$ cat config.mk
export PLATFORM = sky130hd
export DESIGN_NAME = alu_issue
export DESIGN_NICKNAME = d
export VERILOG_FILES = /design/src/rtl/alu_issue.sv
export SDC_FILE = /design/constraint.sdc
export NUM_CORES = 1
export LEC_CHECK = 0
export ABC_AREA = 1
export CAP_MARGIN = 5
export CORE_MARGIN = 5
export CORE_UTILIZATION = 35
export CTS_CLUSTER_DIAMETER = 200
export DETAILED_ROUTE_END_ITERATION = 10
export GPL_TIMING_DRIVEN = 0
export PLACE_DENSITY = 0.64
export SLEW_MARGIN = 5
export SYNTH_ARGS = -nofsm -noshare
export SYNTH_HDL_FRONTEND = slang
export SYNTH_SLANG_ARGS = --single-unit
export TNS_END_PERCENT = 30
$ cat constraint.sdc
create_clock -name CLK -period 4.2 [get_ports CLK]
set_input_delay 1.26 -clock CLK [delete_from_list [all_inputs] [get_ports CLK]]
set_output_delay 1.26 -clock CLK [all_outputs]
set_load 0.05 [all_outputs]
$ cat src/rtl/alu_issue.sv
// alu_issue: command FIFO feeding a combinational ALU,
// with a registered result stage on a valid/ready handshake.
module alu_issue #(
   parameter int WIDTH = 8,
   parameter int DEPTH = 4
) (
   input  logic                     CLK,
   input  logic                     RST_N,
   input  logic                     IN_VALID,
   output logic                     IN_READY,
   input  logic [2:0]               IN_OP,
   input  logic [WIDTH-1:0]         IN_A,
   input  logic [WIDTH-1:0]         IN_B,
   output logic [2:0]               OP,
   output logic [WIDTH-1:0]         A,
   output logic [WIDTH-1:0]         B,
   output logic                     ALU_VALID,
   input  logic [WIDTH-1:0]         R,
   output logic                     OUT_VALID,
   input  logic                     OUT_READY,
   output logic [2:0]               OUT_OP,
   output logic [WIDTH-1:0]         OUT_R,
   output logic [$clog2(DEPTH):0]   COUNT
);

   localparam int PW = $clog2(DEPTH);
   localparam int CW = PW + 1;
   localparam logic [CW-1:0] FULL = CW'(DEPTH);

   logic [2:0]       op_mem [DEPTH];
   logic [WIDTH-1:0] a_mem  [DEPTH];
   logic [WIDTH-1:0] b_mem  [DEPTH];

   logic [PW-1:0]    head;
   logic [PW-1:0]    tail;
   logic [CW-1:0]    count;
   logic             out_valid;
   logic [2:0]       out_op;
   logic [WIDTH-1:0] out_r;

   logic             push;
   logic             pop;
   logic             issue;

   // Ready depends only on registered occupancy, never on a same-cycle pop.
   assign IN_READY = (count < FULL);
   assign push     = IN_VALID && IN_READY;
   assign issue    = (count != '0) && (!out_valid || OUT_READY);
   assign pop      = issue;

   assign ALU_VALID = issue;
   assign OUT_VALID = out_valid;
   assign OUT_OP    = out_op;
   assign OUT_R     = out_r;
   assign COUNT     = count;

   // Drive the head entry to the ALU only while it is being issued.
   always_comb begin
      OP = '0;
      A  = '0;
      B  = '0;
      if (issue) begin
         OP = op_mem[head];
         A  = a_mem[head];
         B  = b_mem[head];
      end
   end

   // Command storage; contents are don't-care until written.
   always_ff @(posedge CLK) begin
      if (push) begin
         op_mem[tail] <= IN_OP;
         a_mem[tail]  <= IN_A;
         b_mem[tail]  <= IN_B;
      end
   end

   // Pointers wrap naturally at DEPTH; occupancy tracked separately.
   always_ff @(posedge CLK or negedge RST_N) begin
      if (!RST_N) begin
         head  <= '0;
         tail  <= '0;
         count <= '0;
      end else begin
         if (push)
            tail <= tail + 1'b1;
         if (pop)
            head <= head + 1'b1;
         case ({push, pop})
            2'b10:   count <= count + 1'b1;
            2'b01:   count <= count - 1'b1;
            default: count <= count;
         endcase
      end
   end

   // Result stage: capture on issue, clear on a drain with nothing behind it.
   always_ff @(posedge CLK or negedge RST_N) begin
      if (!RST_N) begin
         out_valid <= 1'b0;
         out_op    <= '0;
         out_r     <= '0;
      end else if (issue) begin
         out_valid <= 1'b1;
         out_op    <= OP;
         out_r     <= R;
      end else if (out_valid && OUT_READY) begin
         out_valid <= 1'b0;
      end
   end

endmodule

==> run_results.csv <==
group,metric,value,unit
status,status,"completed",
timing,finalWorstSetupSlack,0.1109,ns
floorplan,die_area,13680,um2
global_route,grt-ovfl-total,0,
worst_setup_path,worstSetupEndpoint,"ALU_VALID",
worst_setup_path,cp.required,2.94,ns
place,dp_hpwl,5.956,mm
timing,skew,0.006966,ns
clock_tree,cts_made_buffers,9,
clock_tree,clkLatencyLatePin,0.34,ns
routing,wl_met3,467,um
timing,relSlewSlack,39.19,%
timing,rsz0062_at_grt,"yes",
timing,slew_viol_final,0,
clock_tree,clock_path_buffers,2,
synthesis,yosysSeqAreaShare,68.85,%
routing,wl_per_cell,14.02,um
finish,final_common_cell,"nand2_1",
clock_tree,holdBufCountCts,0,
timing,finalHoldViolCount,0,
worst_setup_path,reg2reg_from,"COUNT[0]",
floorplan,row_count,39,
synthesis,yosysUniqueCellTypes,17,
finish,drive_above_1_share,12.55,%
finish,antenna_cells,0,
finish,fin_util,45.42,%
clock_tree,cts.htree.levels,3,
place,dp_slack,-0.3950,ns
routing,ant_nets,0,
pwr,cellLeakagePower,2.281,nW
worst_setup_path,start_kind,"input pin",
routing,via_per_inst,4.409,
synthesis,synth-seq-cells,95,
routing,drc_errors,0,
routing,route.met2.wl,4.229,mm
worst_setup_path,rrSetupSlack,2.13,ns
worst_setup_path,reg2reg_depth,11,
clock_tree,cts.clk_slew.worst_paths,0.06,ns
synthesis,avgSynthCellArea,10.43,um2
worst_setup_path,worstSetupPathType,"input pin to output pin",
timing,fmaxAchievable,244.6,MHz
min_path,hp-class,"flop to flop",
pwr,power_density,802.5,nW/um2
routing,drt_iter0_markers,114,
timing,period_minus_slack,4.089,ns
worst_setup_path,crit_fanout,11,
timing,worstMarginPinSlew,0.9094,ns
timing,min_period_over_period,97.36,%
floorplan,fp.coreArea,11320,um2
clock_tree,post_cts_buffers,0,
finish,final_cell_mix,"nand2_1, edfxtp_1, inv_1, clkdlybuf4s50_1, nand3_1",
flow_run,max_cap_violations,0,
routing,via_count,2703,
synthesis,yosysWarnings,0,
worst_setup_path,critical_path.startpoint,"OUT_READY",
global_route,grt_max_degree,20,
timing,setup_viol,0,
floorplan,fp.dieH,117.0,um
finish,fillers,1059,
clock_tree,cts_sinks,95,
global_route,grt_usage,13.28,%
global_route,grt_pass1_vias,2692,
clock_tree,cts_root_buf,"clkbuf_16",
clock_tree,cts_tree,"done",
floorplan,die_w,117.0,um
pwr,peakVddDrop,0.4157,mV
global_route,grt_pass1_wl,13.55,mm
synthesis,synth_nets,421,
floorplan,pin_count,67,
clock_tree,cts_resized,49,
finish,area_growth,28.40,%
routing,dr.max_layer_used,"met4",
worst_setup_path,r2r-end,"COUNT[2]",
synthesis,syn-cell-area,4005,um2
routing,first_pass_iters,4,
global_route,antenna_found_initial,0,
worst_setup_path,critPathArrivalTime,2.83,ns
place,gp_congestion,0.7198,
place,numPortBuffers,66,
synthesis,syn_inst,384,
floorplan,start_util,35.38,%
worst_setup_path,worstSetupEndpointType,"output pin",
routing,wl,8.597,mm
routing,m1WireLength,3.787,mm
finish,finalNetCount,502,
==> synth_stat cells (all sizes together) <==
| master | count | share of area [%] |
|---|---|---|
| a21oi | 17 | 2.1 |
| buf | 14 | 1.9 |
| clkbuf | 1 | 0.094 |
| dfrtp | 19 | 12 |
| edfxtp | 76 | 57 |
| fa | 1 | 0.50 |
| ha | 5 | 1.6 |
| inv | 63 | 5.9 |
| nand2 | 152 | 14 |
| nand3 | 24 | 3.0 |
| nor2 | 5 | 0.47 |
| o21ai | 2 | 0.25 |
| xnor2 | 2 | 0.44 |
| xor2 | 3 | 0.66 |
==> state kept, by name (all words and copies together), names as in the netlist <==
register,count
COUNT,3
a_mem,32
op_mem,12
OUT_R,8
head,2
OUT_VALID,1
OUT_OP,3
tail,2
b_mem,32
==> per-layer routing <==
metal	track usage, %	vias to the layer above
met1	16.59	1253
met4	5.428	0
met3	3.599	10
met5	0	-
met2	21.92	68
li1	-	1372
==> worst min path at each step <==
| stage | from | to | slack, ns | cells after the start |
|---|---|---|---|---|
| after global placement | OUT_R[6] | OUT_R[6] | 0.46 | 2 |
| final | OUT_OP[0] | OUT_OP[0] | 0.48 | 2 |
| after CTS | OUT_OP[0] | OUT_OP[0] | 0.48 | 2 |
| after detailed placement | OUT_OP[0] | OUT_OP[0] | 0.47 | 2 |
| after floorplan | tail[1] | tail[1] | 0.56 | 2 |
| after global routing | OUT_R[7] | OUT_R[7] | 0.51 | 2 |
==> logic make-up (layout without fill, tap and decap cells) <==
group / Yosys count / in the layout / share of synthesized area, %
simple gates: 181 / 181 / 17.71
flops: 95 / 95 / 68.85
buf+inv: 78 / 164 / 7.904
compound gates: 19 / 19 / 2.374
fa+ha+maj: 6 / 6 / 2.062
xor+xnor: 5 / 5 / 1.094
==> stage by stage <==
stage,cells,area (um2),TNS (ns),power (mW),hold slack (ns)
floorplan,384,4005,0,2.753,0.5566
global placement,593,4845,-6.079,3.414,0.4635
detailed placement,597,4915,-5.984,3.487,0.4650
CTS,613,5210,-0.1038,4.221,0.4823
global route,613,5142,-0.03439,4.391,0.5075
finish,613,5142,0,4.127,0.4762
==> final cells by class <==
class | instances | area [um2] | area share, %
plain buffers | 15 | 82.58 | 1.606
clock buffers | 11 | 242.7 | 4.720
clock inverters | 5 | 41.29 | 0.8029
inverters | 63 | 236.5 | 4.599
multi-input cells | 211 | 940.9 | 18.30
flip-flops and latches | 95 | 2758 | 53.63
well taps | 143 | 178.9 | 3.479
repair buffers | 70 | 661.9 | 12.87
==> worst max-delay path: stages <==
cell and delay [ns]:
clkdlybuf4s50_1 0.45, inv_1 0.03, nand2_1 0.07, nand2_1 0.17, inv_2 0.11, clkbuf_4 0.22
clkdlybuf4s15_1 0.52
==> report_power, final <==
group	internal, mW	switching [mW]	leakage (nW)	total, mW
clock network	0.424	0.350	0.133	0.774
logic	0.581	1.46	1.23	2.04
registers	1.23	0.0804	0.917	1.31
Power figures use the tool's default switching activity.
==> RTL change, RTL diff (same flow settings) <==
Change the parameter `WIDTH` from 8 to 10.
--- a/src/rtl/alu_issue.sv
+++ b/src/rtl/alu_issue.sv
@@ -2,5 +2,5 @@
 // with a registered result stage on a valid/ready handshake.
 module alu_issue #(
-   parameter int WIDTH = 8,
+   parameter int WIDTH = 10,
    parameter int DEPTH = 4
 ) (
Ports: changed (6 resized); port bits go from 67 to 79. No check against the original RTL was run, so the function may have changed too.
==> RTL change against the unedited design <==
Area after synthesis is 19% higher. Core utilization is 3.3 points higher. Cell count is 21% higher. Final area is 26% higher. Total power is 35% higher. Synthesized cell count is 18% higher. Sequential cell count is 18 higher. Routed wire length is 22% higher. Worst setup slack worse by 0.038 ns. Critical endpoint is now B[2].
==> RTL change: results (changes against the unedited design) <==
| Metric | Value |
|---|---|
| Uppermost layer routed | `met4` |
| DRT iter0 DRCs | `237 (+110%)` |
| Most frequent cells after synthesis | `182 x nand2_1, 92 x edfxtp_1, 68 x inv_1` |
| Compound-Gate Fraction of Synth Area | `2.412% (+0.038 points)` |
| Largest registers | `a_mem (40), b_mem (40), op_mem (12)` |
| Mux cell area share after synthesis | `0% (unchanged)` |
| CTS Buf Count | `17 (+8)` |
| # nets final | `595 (+19%)` |
| Max Clock Skew | `0.005253 ns (-0.001713 ns)` |
| Post-synth ARST share | `18.58% (-1.4 points)` |
| H-tree levels | `4 (+1)` |
| Critical Path AT | `2.87 ns (+0.04 ns)` |
| Synth Flop Type | `edfxtp_1` |
| Leakage | `2.838 nW (+24%)` |
| Drt pass-1 iters | `5 (+1)` |
| VDD IR-drop max | `0.0003262 V (-22%)` |
| Switching Share | `41.82% (-4.1 points)` |
| Layout cells sized above 1 | `13.81% (+1.3 points)` |
| Post-synth EDFFs | `92 (+21%)` |
| RePlAce Congestion | `0.7137 (-0.85%)` |
| Measured slew at the worst slew-check pin | `0.9817 ns (+0.07229 ns)` |
| Worst Path Max Fanout | `10 (-1)` |
| Final WL | `10470 um (+22%)` |
| Delay of the slowest critical-path stage | `0.46 ns (-0.06 ns)` |
| Mapped Nets | `496 (+18%)` |
| WL met2 | `5226 um (+24%)` |
| Port-buffer cells | `78 (+18%)` |
| Post-Synth Adder-Cell Area | `1.730% (-0.33 points)` |
| Top cells by area, synth | `edfxtp_1 58%, nand2_1 14%, dfrtp_1 11%, inv_1 5.3%, nand3_1 2.9%` |
| Vias in the first global route | `3355 (+25%)` |
| Post-Synth XOR/XNOR Area | `0.9177% (-0.18 points)` |
| Total track usage | `13.80% (+0.52 points)` |
| Hpwl dp | `6908 um (+16%)` |
| Status | `finished, final reports clean` |
| Synthesized instance count | `453 (+18%)` |
| Slack of the worst reg-to-reg path | `2.18 ns (+0.05 ns)` |
| Area grow syn2layout | `35.63%` |
| Pin count of the biggest net entering global routing | `24 (+20%)` |
| Fill count | `1179 (+11%)` |
| Vias | `3239 (+20%)` |
| Cell variety after synth | `17 (unchanged)` |
| Number of placed cells counting well taps | `709 (+19%)` |
| Routed length on met3 | `593 um (+27%)` |
| Share of the yosys chip area belonging to registers | `68.90% (about the same)` |
| Post-CTS sizing | `64 (+31%)` |
| Ys Warns | `0 (unchanged)` |
RTL change: changes by cell type after synthesis, sizes merged, moves of 4 or more:
cell    before  now
nand2      152  182
edfxtp      76   92
inv         63   71
a21oi       17   21
buf         14   18
nand3       24   28
RTL change: cell type report:
class	instances	area share, %
Tap cell	176	3.402
Sequential cell	113	50.80
Inverter	71	4.118
Multi-Input combinational cell	249	17.05
Clock inverter	15	3.557
Clock buffer	17	6.573
Buffer	20	2.068
Timing Repair Buffer	80	12.43
RTL change: cell families after synthesis:
logic type / after synthesis
flip-flops: 113
adder cells (fa/ha/maj): 6
XOR/XNOR: 5
AO/OA/AOI/OAI: 23
AND/OR/NAND/NOR: 215
buffers and inverters: 91
RTL change: path summary, 6_finish.rpt:
kind,startpoint,to,cells after the start
min in group asynchronous,RST_N,OUT_R[1],1
max in group asynchronous,RST_N,OUT_R[7],1
hold reg to reg,OUT_R[7],OUT_R[7],2
hold / removal,OUT_R[7],OUT_R[7],2
setup reg to reg,COUNT[1],COUNT[2],11
setup / recovery,OUT_READY,B[2],8
RTL change: metrics by stage:
step                      hold slack, ns  setup WS, ns
after global routing              0.5022    0.00006128
after detailed placement          0.4695       -0.4608
after floorplan                   0.5566        0.4543
after global placement            0.4652       -0.4368
after CTS                         0.4843      -0.02281
final                             0.4774       0.07339
RTL change: worst register-to-register path, stage by stage (launching register included):
cell and delay [ns]:
dfrtp_1 0.36, inv_1 0.08, nand3_1 0.08, nand2_1 0.09, inv_1 0.15, buf_4 0.20, ha_1 0.18, inv_1 0.07
fa_1 0.38, nand2_1 0.09, nand3_1 0.09, xor2_1 0.15
RTL change: power by group through the flow:
stage | registers, mW | clock network (mW) | logic [mW]
after floorplan | 1.84 | 0 | 1.42
after global placement | 1.56 | 0 | 2.49
after detailed placement | 1.57 | 0 | 2.57
after CTS | 1.55 | 1.60 | 2.54
after global routing | 1.57 | 1.66 | 2.68
final | 1.55 | 1.57 | 2.46
RTL change: routing by layer:
layer / GRT usage (%) / up-vias
li1: - / 1641
met1: 16.83 / 1506
met2: 23.04 / 85
met3: 4.161 / 7
met4: 5.363 / 0
met5: 0 / -
